[config.mk]
export PLATFORM = sky130hd
export DESIGN_NAME = lsu_mem_ctrl_flat
export DESIGN_NICKNAME = d
export VERILOG_FILES = /design/src/rtl/lsu_mem_ctrl_if.sv /design/src/rtl/lsu_mem_ctrl.sv /design/src/flat_wrapper.sv
export SDC_FILE = /design/constraint.sdc
export NUM_CORES = 1
export LEC_CHECK = 0
export ABC_AREA = 1
export ABC_CLOCK_PERIOD_IN_PS = 4300
export CORE_MARGIN = 2
export CORE_UTILIZATION = 48
export DETAILED_ROUTE_END_ITERATION = 7
export GPL_TIMING_DRIVEN = 0
export PLACE_DENSITY = 0.87
export SKIP_LAST_GASP = 1
export SYNTH_ARGS = -nofsm -noshare
export SYNTH_HDL_FRONTEND = slang
export SYNTH_SLANG_ARGS = --single-unit
[constraint.sdc]
create_clock -name clk -period 4.3 [get_ports clk]
set_input_delay 0.86 -clock clk [delete_from_list [all_inputs] [get_ports clk]]
set_output_delay 0.86 -clock clk [all_outputs]
set_load 0.05 [all_outputs]
[src/rtl/lsu_mem_ctrl_if.sv]
// Request/response handshake between the MEM-stage pipeline and the load/store controller.
// The pipeline side drives the request; the controller answers with a one-cycle response pulse.
interface lsu_mem_ctrl_if #(
    parameter int ADDR_WIDTH = 32
);
    logic                  req_valid;
    logic                  req_ready;
    logic                  req_we;
    logic [2:0]            req_funct3;
    logic [ADDR_WIDTH-1:0] req_addr;
    logic [31:0]           req_wdata;
    logic                  resp_valid;
    logic [31:0]           resp_rdata;
    logic                  resp_err;

    modport master (
        output req_valid, req_we, req_funct3, req_addr, req_wdata,
        input  req_ready, resp_valid, resp_rdata, resp_err
    );

    modport slave (
        input  req_valid, req_we, req_funct3, req_addr, req_wdata,
        output req_ready, resp_valid, resp_rdata, resp_err
    );
endinterface

[src/rtl/lsu_mem_ctrl.sv]
// RV32 load/store controller in front of a word-wide, single-port data memory with registered read.
// Sub-word stores are done as read-modify-write; every output is decoded from registered state.
module lsu_mem_ctrl #(
    parameter int ADDR_WIDTH = 32,
    parameter int MEM_DEPTH  = 1024
) (
    input  logic                         clk,
    input  logic                         RESET,
    lsu_mem_ctrl_if.slave                bus,
    output logic [$clog2(MEM_DEPTH)-1:0] dm_addr,
    output logic [31:0]                  dm_write_data,
    output logic                         dm_mem_write,
    output logic                         dm_mem_read,
    input  logic [31:0]                  dm_dout
);

    localparam int DM_AW = $clog2(MEM_DEPTH);
    localparam logic [ADDR_WIDTH:0] ADDR_LIMIT = (ADDR_WIDTH + 1)'(4 * MEM_DEPTH);

    localparam logic [2:0] F3_B  = 3'b000;
    localparam logic [2:0] F3_H  = 3'b001;
    localparam logic [2:0] F3_W  = 3'b010;
    localparam logic [2:0] F3_BU = 3'b100;
    localparam logic [2:0] F3_HU = 3'b101;

    typedef enum logic [2:0] {
        IDLE,
        LD_RD,
        LD_EXT,
        RMW_RD,
        RMW_MRG,
        ST_WR,
        RESP
    } state_t;

    state_t             state_q, state_d;
    logic [2:0]         funct3_q;
    logic [1:0]         offset_q;
    logic               err_q;
    logic [DM_AW-1:0]   waddr_q;
    logic [31:0]        wdata_q;
    logic [31:0]        rdata_q;

    logic               acc_illegal;
    logic               acc_misaligned;
    logic               acc_range;
    logic               acc_err;
    logic               accept;

    // Selects the addressed lane out of a memory word and extends it to 32 bits.
    function automatic logic [31:0] load_extend(input logic [2:0]  funct3,
                                                input logic [1:0]  offset,
                                                input logic [31:0] word);
        logic [7:0]  lane_b;
        logic [15:0] lane_h;
        logic [31:0] result;
        case (offset)
            2'd0:    lane_b = word[7:0];
            2'd1:    lane_b = word[15:8];
            2'd2:    lane_b = word[23:16];
            default: lane_b = word[31:24];
        endcase
        lane_h = offset[1] ? word[31:16] : word[15:0];
        case (funct3)
            F3_B:    result = {{24{lane_b[7]}}, lane_b};
            F3_BU:   result = {24'd0, lane_b};
            F3_H:    result = {{16{lane_h[15]}}, lane_h};
            F3_HU:   result = {16'd0, lane_h};
            default: result = word;
        endcase
        return result;
    endfunction

    // Replaces only the addressed byte/half lane of the old word; other lanes pass through untouched.
    function automatic logic [31:0] store_merge(input logic [2:0]  funct3,
                                                input logic [1:0]  offset,
                                                input logic [31:0] old_word,
                                                input logic [31:0] new_data);
        logic [31:0] result;
        result = old_word;
        case (funct3)
            F3_B: begin
                case (offset)
                    2'd0:    result[7:0]   = new_data[7:0];
                    2'd1:    result[15:8]  = new_data[7:0];
                    2'd2:    result[23:16] = new_data[7:0];
                    default: result[31:24] = new_data[7:0];
                endcase
            end
            F3_H: begin
                if (offset[1]) result[31:16] = new_data[15:0];
                else           result[15:0]  = new_data[15:0];
            end
            default: result = new_data;
        endcase
        return result;
    endfunction

    assign accept = (state_q == IDLE) && bus.req_valid;

    // Request checks feed only the registers below, never an output directly.
    always_comb begin
        // NOTE: every signal gets a default before the case so no latch is inferred.
        acc_illegal    = 1'b1;
        acc_misaligned = 1'b0;
        case (bus.req_funct3)
            F3_B, F3_H, F3_W: acc_illegal = 1'b0;
            F3_BU, F3_HU:     acc_illegal = bus.req_we;
            default:          acc_illegal = 1'b1;
        endcase
        case (bus.req_funct3)
            F3_H, F3_HU: acc_misaligned = bus.req_addr[0];
            F3_W:        acc_misaligned = |bus.req_addr[1:0];
            default:     acc_misaligned = 1'b0;
        endcase
        acc_range = {1'b0, bus.req_addr} >= ADDR_LIMIT;
        acc_err   = acc_illegal || acc_misaligned || acc_range;
    end

    always_ff @(posedge clk) begin
        // NOTE: sequential state uses non-blocking assignments so all registers update together.
        if (RESET) state_q <= IDLE;
        else       state_q <= state_d;
    end

    always_comb begin
        state_d      = state_q;
        bus.req_ready  = 1'b0;
        bus.resp_valid = 1'b0;
        bus.resp_err   = 1'b0;
        dm_mem_read  = 1'b0;
        dm_mem_write = 1'b0;
        case (state_q)
            IDLE: begin
                bus.req_ready = 1'b1;
                if (bus.req_valid) begin
                    if (acc_err)                  state_d = RESP;
                    else if (!bus.req_we)         state_d = LD_RD;
                    else if (bus.req_funct3 == F3_W) state_d = ST_WR;
                    else                          state_d = RMW_RD;
                end
            end
            LD_RD: begin
                dm_mem_read = 1'b1;
                state_d     = LD_EXT;
            end
            LD_EXT:  state_d = RESP;
            RMW_RD: begin
                dm_mem_read = 1'b1;
                state_d     = RMW_MRG;
            end
            RMW_MRG: state_d = ST_WR;
            ST_WR: begin
                dm_mem_write = 1'b1;
                state_d      = RESP;
            end
            RESP: begin
                bus.resp_valid = 1'b1;
                bus.resp_err   = err_q;
                state_d        = IDLE;
            end
            default: state_d = IDLE;
        endcase
    end

    // Datapath registers; a reset in ST_WR still lets the memory take that cycle's write.
    always_ff @(posedge clk) begin
        if (RESET) begin
            funct3_q <= '0;
            offset_q <= '0;
            err_q    <= 1'b0;
            waddr_q  <= '0;
            wdata_q  <= '0;
            rdata_q  <= '0;
        end else begin
            case (state_q)
                IDLE: begin
                    if (accept) begin
                        funct3_q <= bus.req_funct3;
                        offset_q <= bus.req_addr[1:0];
                        err_q    <= acc_err;
                        waddr_q  <= bus.req_addr[DM_AW+1:2];
                        wdata_q  <= bus.req_wdata;
                        rdata_q  <= '0;
                    end
                end
                LD_EXT:  rdata_q <= load_extend(funct3_q, offset_q, dm_dout);
                RMW_MRG: wdata_q <= store_merge(funct3_q, offset_q, dm_dout, wdata_q);
                default: ;
            endcase
        end
    end

    assign bus.resp_rdata = rdata_q;
    assign dm_addr        = waddr_q;
    assign dm_write_data  = wdata_q;

endmodule
[src/flat_wrapper.sv]
// flat-port wrapper written by rule: the top's interface ports become plain ports
module lsu_mem_ctrl_flat 
#(
    parameter int ADDR_WIDTH = 32,
    parameter int MEM_DEPTH  = 1024
)
  (clk, RESET, dm_addr, dm_write_data, dm_mem_write, dm_mem_read, dm_dout, bus_req_valid, bus_req_we, bus_req_funct3, bus_req_addr, bus_req_wdata, bus_req_ready, bus_resp_valid, bus_resp_rdata, bus_resp_err);
  lsu_mem_ctrl_if #(.ADDR_WIDTH(ADDR_WIDTH)) bus_i ();
  input  logic clk;
  input  logic RESET;
  output logic [$clog2(MEM_DEPTH)-1:0] dm_addr;
  output logic [31:0] dm_write_data;
  output logic dm_mem_write;
  output logic dm_mem_read;
  input  logic [31:0] dm_dout;
  input wire logic [$bits(bus_i.req_valid)-1:0] bus_req_valid;
  input wire logic [$bits(bus_i.req_we)-1:0] bus_req_we;
  input wire logic [$bits(bus_i.req_funct3)-1:0] bus_req_funct3;
  input wire logic [$bits(bus_i.req_addr)-1:0] bus_req_addr;
  input wire logic [$bits(bus_i.req_wdata)-1:0] bus_req_wdata;
  output wire logic [$bits(bus_i.req_ready)-1:0] bus_req_ready;
  output wire logic [$bits(bus_i.resp_valid)-1:0] bus_resp_valid;
  output wire logic [$bits(bus_i.resp_rdata)-1:0] bus_resp_rdata;
  output wire logic [$bits(bus_i.resp_err)-1:0] bus_resp_err;
  assign bus_i.req_valid = bus_req_valid;
  assign bus_i.req_we = bus_req_we;
  assign bus_i.req_funct3 = bus_req_funct3;
  assign bus_i.req_addr = bus_req_addr;
  assign bus_i.req_wdata = bus_req_wdata;
  assign bus_req_ready = bus_i.req_ready;
  assign bus_resp_valid = bus_i.resp_valid;
  assign bus_resp_rdata = bus_i.resp_rdata;
  assign bus_resp_err = bus_i.resp_err;
  lsu_mem_ctrl #(.ADDR_WIDTH(ADDR_WIDTH), .MEM_DEPTH(MEM_DEPTH)) u_core (.clk(clk), .RESET(RESET), .bus(bus_i), .dm_addr(dm_addr), .dm_write_data(dm_write_data), .dm_mem_write(dm_mem_write), .dm_mem_read(dm_mem_read), .dm_dout(dm_dout));
endmodule
==> metrics.csv <==
stage;metric;value;unit
clock_network;worst skew pair latency;0.37;ns
synth;Syn Area/Cell;6.502;um2
detailed_routing;post-route ant nets;0;
setup_path;Worst EP required;3.44;ns
hold_path;Worst Hold Path EP;u_core.bus.resp_rdata[9];
setup_path;Critical Path AT;2.06;ns
setup_path;Critical Path Sink Type;output pin;
setup_path;R2R cell count;7;
setup_path;worst r2r src;u_core.funct3_q[2];
outcome;outcome;complete, no violations;
hold_path;hold_sp;u_core.bus.resp_rdata[9];
setup_path;Crit-path slowest cell;clkdlybuf4s50_1;
global_route;first-pass GRT wire length;28770;um
power;Power Density;588.4;mW/mm2
die;core footprint;0.009284;mm2
clock_network;Worst-path clk slew;0.10;ns
synth;Mapped Cells;707;
timing;clock skew;0.01156;ns
place;Port Buffers;180;
timing;highest clock rate;342.8;MHz
synth;ys flop type;dfxtp_1;
die;row count;35;
place;Placed Instance Area;0.006560;mm2
place;Post-DP HPWL;14620;um
timing;Worst Tran Pin Value;0.6727;ns
run;Max Cap Violations;0;
die;die height;101.9;um
setup_path;type of the worst setup path;flop to output pin;
clock_network;CTS Root Cell;clkbuf_8;
clock_network;cts bufs inserted;9;
synth;post-synth cell types;28;
final_layout;design area;0.006750;mm2
synth;yosys warns;0;
detailed_routing;Vias per Instance;5.687;
detailed_routing;vias;5869;
final_layout;commonest cells after routing, fill and taps aside;nand2_1 (204), clkdlybuf4s50_1 (180), a21oi_1 (121);
detailed_routing;final wirelength;18530;um
global_route;Remaining Overflow, GRT;0;
clock_network;clk buf depth;2;
final_layout;Filler Cells Inserted;749;
final_layout;Area Overhead vs Synth;46.84;%
timing;final setup fails;0;
timing;Fin. Hold Viols;0;
synth;Post-synth EDFFs;0;
timing;Setup TNS;0;ns
detailed_routing;DR iter-0 viols;444;
hold_path;worst min path class;flop to flop;
synth;syn_nets;810;
synth;#FFs+latches synth;83;
die;die area;0.01038;mm2
power;Pleak;2.685;nW
detailed_routing;WL/cell;17.96;um
clock_network;CTS tree;done;
die;I/O Pins;182;
place;GPL Wtd Cong;1.002;
power;Max VDD drop;0.3735;mV
clock_network;CTS resizes;0;
synth;Post-synth ARST share;0;%
timing;RSZ-0062 raised after global routing;false;
final_layout;Ant. Diodes;0;
die;Initial Util;49.51;%
setup_path;CP max FO;7;
setup_path;slowest cell delay on critical path;0.84;ns
detailed_routing;# DRC;0;
synth;Mapped Area;0.004597;mm2
clock_network;post-CTS setup-driven buffer insertion count;0;
timing;part of the cycle the worst path needs;67.84;%
timing;Min Hold Slack;0.4679;ns
clock_network;Clock H-tree levels;3;
final_layout;Final #Nets;1001;
global_route;largest net degree at the start of global routing;18;
final_layout;Reg area;0.001662;mm2
setup_path;flop-to-flop setup slack;2.30;ns
global_route;antenna violations before repair;0;
timing;post-route minimum period;2.917;ns
setup_path;Setup crit start kind;flop;
global_route;vias in the first global route;5678;
synth;Seq/Total Area, Yosys;36.15;%
clock_network;clock sink total;83;
die;Die Wd;101.9;um
final_layout;most common cell after layout, fill and taps aside;nand2_1;
timing;final slew viol count;0;
clock_network;Hold-fix buffers, CTS;0;
timing;Max-slew headroom;55.15;%
setup_path;RR Endpoint;u_core.dm_write_data[22];
final_layout;footprint of the multi-input gates;0.002526;mm2
global_route;all-layer global routing usage;35.77;%
setup_path;worst path cell trace;nand2_1, nor3b_1, clkdlybuf4s50_1;
detailed_routing;first drt pass iteration count;7;
hold_path;hold depth;2;
final_layout;layout cells sized above 1;5.980;%
==> report_power, final <==
| group | internal [mW] | switching, mW |
|---|---|---|
| registers | 0.955 | 0.126 |
| clock network | 0.227 | 0.355 |
| logic | 0.731 | 1.58 |
==> Yosys cell counts, types with 2 or more instances <==
cell type | number | area, um2
nand3_2 | 5 | 50.05
buf_2 | 12 | 60.06
nand3_1 | 24 | 120.1
buf_4 | 2 | 15.01
inv_1 | 43 | 161.4
o21a_1 | 7 | 52.55
nor2_1 | 57 | 214.0
o211ai_1 | 46 | 345.3
buf_1 | 4 | 15.01
nor2_2 | 2 | 12.51
inv_2 | 7 | 26.28
nand2_2 | 3 | 18.77
nand2_4 | 2 | 22.52
o21ai_0 | 48 | 240.2
clkinv_1 | 2 | 7.510
dfxtp_1 | 83 | 1662
a21oi_1 | 121 | 605.6
clkbuf_1 | 24 | 90.09
nand2_1 | 204 | 765.7
buf_6 | 3 | 33.78
==> final cells by class <==
type / count / share of cell area [%]
well taps: 129 / 2.391
plain buffers: 45 / 3.170
clock inverters: 7 / 0.9824
multi-input cells: 527 / 37.42
clock buffers: 9 / 1.835
repair buffers: 180 / 26.69
inverters: 52 / 2.892
flip-flops and latches: 83 / 24.62
==> worst max-delay path by stage <==
| stage | from | to | slack (ns) | cells after the start |
|---|---|---|---|---|
| finish | u_core.state_q[2] | bus_resp_err | 1.38 | 3 |
| global route | u_core.state_q[2] | bus_resp_err | 1.31 | 3 |
| CTS | u_core.state_q[2] | bus_resp_err | 1.42 | 3 |
| detailed placement | dm_dout[15] | u_core.bus.resp_rdata[25] | 1.79 | 8 |
| global placement | dm_dout[15] | u_core.bus.resp_rdata[28] | 1.82 | 8 |
| floorplan | u_core.state_q[2] | bus_resp_err | 1.76 | 2 |
==> cells by family (layout without fill, tap and decap cells) <==
logic type	after synthesis	count (layout)	synth area share (%)
flops	83	83	36.15
compound gates	226	226	27.68
simple gates	301	301	27.27
buf+inv	97	293	8.900
==> layer usage <==
layer	GRT usage, %	vias up	wire length [um]
met5	0	-	0
met4	14.46	0	647
met1	44.39	2732	7384
met3	6.293	56	1671
met2	61.54	339	8827
li1	-	2742	-
==> metrics by stage <==
step | std cells | total power [mW] | utilization [%] | setup WS, ns
2_1_floorplan | 707 | 2.589 | - | 1.761
3_3_place_gp | 1016 | 3.305 | 70.66 | 1.816
3_5_place_dp | 1016 | 3.358 | 70.66 | 1.791
4_1_cts | 1032 | 3.933 | 72.71 | 1.422
5_1_grt | 1032 | 4.165 | 72.71 | 1.307
6_report | 1032 | 3.972 | 72.71 | 1.383
==> state kept, by name, summed over array words and instances, names as in the netlist <==
name / cells
u_core.err_q: 1
u_core.offset_q: 2
u_core.dm_write_data: 32
u_core.state_q: 3
u_core.funct3_q: 3
u_core.dm_addr: 10
u_core.bus.resp_rdata: 32
==> critical path: cells and delay by family (launching register included) <==
| kind | cells | cell delay (ns) |
|---|---|---|
| flip-flops | 1 | 0.49 |
| buffers and inverters | 1 | 0.84 |
| AND/OR/NAND/NOR | 2 | 0.36 |
Note: power is estimated with default switching activity, not from simulation.
==> RTL edit: new RTL, same flow settings <==
Make the reset (`RESET`) asynchronous in 2 clocked blocks.
--- a/src/rtl/lsu_mem_ctrl.sv
+++ b/src/rtl/lsu_mem_ctrl.sv
@@ -117,7 +117,7 @@
         acc_err   = acc_illegal || acc_misaligned || acc_range;
     end
 
-    always_ff @(posedge clk) begin
+    always_ff @(posedge clk or posedge RESET) begin
         // NOTE: sequential state uses non-blocking assignments so all registers update together.
         if (RESET) state_q <= IDLE;
         else       state_q <= state_d;
@@ -164,7 +164,7 @@
     end
 
     // Datapath registers; a reset in ST_WR still lets the memory take that cycle's write.
-    always_ff @(posedge clk) begin
+    always_ff @(posedge clk or posedge RESET) begin
         if (RESET) begin
             funct3_q <= '0;
             offset_q <= '0;
Behaviour: differs if RESET is asserted again (counterexample within 4 cycles, from zero or initial values and one cycle with RESET high); with RESET held inactive, the same outputs for 4 cycles.
==> RTL edit against the original RTL <==
  * Fmax decreased by 0.41%
  * Non-clock buffer count decreased by 7
  * Global-route usage decreased by 3.3 points
  * Sequential cell count unchanged
  * Wire length decreased by 4.5%
  * Via count decreased by 4.5%
  * Total power increased by 52%
  * Hold slack improved by 16 ps
  * Combinational power increased by 73%
  * Synthesized area increased by 6.0%
  * Setup slack got worse by 12 ps
  * Design area increased by 5.1%
==> RTL edit: results (changes against the original RTL) <==
Run status
  – Outcome: finished clean

Yosys
  – Unique masters post-synth: 29 (+3.6%)
  – Top FF cell, synth: dfrtp_1
  – Asr flop ratio synth: 100.0% (+100 points)
  – Most frequent cells after synthesis: nand2_1, dfrtp_1, o21ai_0
  – Synthesized net count: 793 (-2.1%)
  – Top cells by area, synth: dfrtp_1, nand2_1, o21ai_0
  – Yosys warning count: 0 (unchanged)
  – Syn_area_per_cell: 7.065 um2 (+8.7%)
  – Sequential-to-total area share from yosys stat: 42.61% (+6.5 points)

Route
  – Final Routed Wirelength: 17.69 mm (-4.5%)
  – Vias: 5603 (-4.5%)
  – Vias per inst: 5.488 (-3.5%)
  – Initial DRC count: 441 (-0.68%)
  – Detailed Routing Iterations Pass 1: 5 (-2)

Min path
  – HP Start: u_core.bus.resp_rdata[10]
  – Hold EP: u_core.bus.resp_rdata[10]

Final layout
  – Fillers: 839 (+12%)
  – Final core occ: 72.22% (-0.49 points)
  – Fin nets: 986 (-1.5%)
  – Layout cells sized above 1: 7.545% (+1.6 points)

Power
  – Internal: 2.728 mW (+43%)
  – IR drop worst, VDD: 0.0004717 V (+26%)
  – Leak pwr: 3.328 nW (+24%)

Critical path
  – Reg2Reg Launch Point: u_core.funct3_q[1]
  – Crit path DAT: between 2000 and 2500 ps
  – Crit path from: u_core.state_q[2]
  – R2r setup slk: 2490 ps (+190 ps)
  – Reg2Reg Depth: 10 (+3)
  – Worst r2r dst: u_core.dm_write_data[30]

Clocking
  – Clk slew on worst S/H paths: roughly 90 ps
  – Post_cts resized: 0 (unchanged)
  – CTS Buffer Depth: 2 (unchanged)
  – Worst skew pair latency: roughly 380 ps

Timing
  – WHS: 483.8 ps (+15.95 ps)
  – Clock skew: 15.12 ps (+3.564 ps)
  – Worst slew margin: 63.86% (+8.7 points)

Placed design
  – Setup slack after placement: 1755 ps (-36.88 ps)
  – Final HPWL DP: 13.94 mm (-4.6%)
  – GPL Wtd Cong: 0.9625 (-3.9%)
  – Placed cell area: 6875 um2 (+4.8%)
  – Number of I/O port buffers: 181 (+0.56%)

Global route
  – Vias in the first global route: 5498 (-3.2%)
  – Largest net degree at the start of global routing: 44 (+26)
  – Total Routing Usage GR: 32.49% (-3.3 points)
  – Global-route wire length before repair: 28.05 mm (-2.5%)
[RTL edit: worst max-delay path by stage]
stage	slack, ps	endpoint	depth (start not counted)
2_1_floorplan	1300	u_core.bus.resp_rdata[0]	1
3_3_place_gp	160	u_core.dm_write_data[21]	2
3_5_place_dp	1750	u_core.bus.resp_rdata[20]	12
4_1_cts	1390	bus_resp_err	3
5_1_grt	1310	bus_resp_err	3
6_report	1370	bus_resp_err	3
[RTL edit: logic make-up (layout without fill, tap and decap cells)]
group | after synthesis | after routing | share of synthesized area [%]
compound gates | 190 | 190 | 22.02
buf+inv | 101 | 299 | 8.932
flops | 83 | 83 | 42.61
simple gates | 316 | 316 | 26.44
[RTL edit: area by class of cell]
cell class / count / area share [%]
buffer: 36 / 2.629
clock buffer: 9 / 1.747
clock inverter: 7 / 1.306
inverter: 65 / 3.546
multi-input combinational: 506 / 33.31
sequential: 83 / 29.29
tap: 133 / 2.347
timing repair buffer: 182 / 25.83
[RTL edit: power by group through the flow]
stage / Sequential (mW) / Combinational, mW / Clock [mW]
6_report: 1.42 / 4.00 / 0.626
5_1_grt: 1.45 / 4.29 / 0.661
4_1_cts: 1.41 / 3.97 / 0.629
3_5_place_dp: 1.42 / 3.95 / 0
3_3_place_gp: 1.41 / 3.88 / 0
2_1_floorplan: 2.40 / 1.67 / 0
[RTL edit: worst max-delay path, cell delays in order (launching register included)]
cell and delay (ps):
dfrtp_1 450, inv_2 120, nor4_1 250, clkdlybuf4s50_1 880
[RTL edit: metal layers]
metal	up-vias	wire, um	track usage [%]
li1	2634	-	-
met1	2582	6982	40.76
met2	350	8624	55.47
met3	37	1625	5.989
met4	0	458	12.57
met5	-	0	0
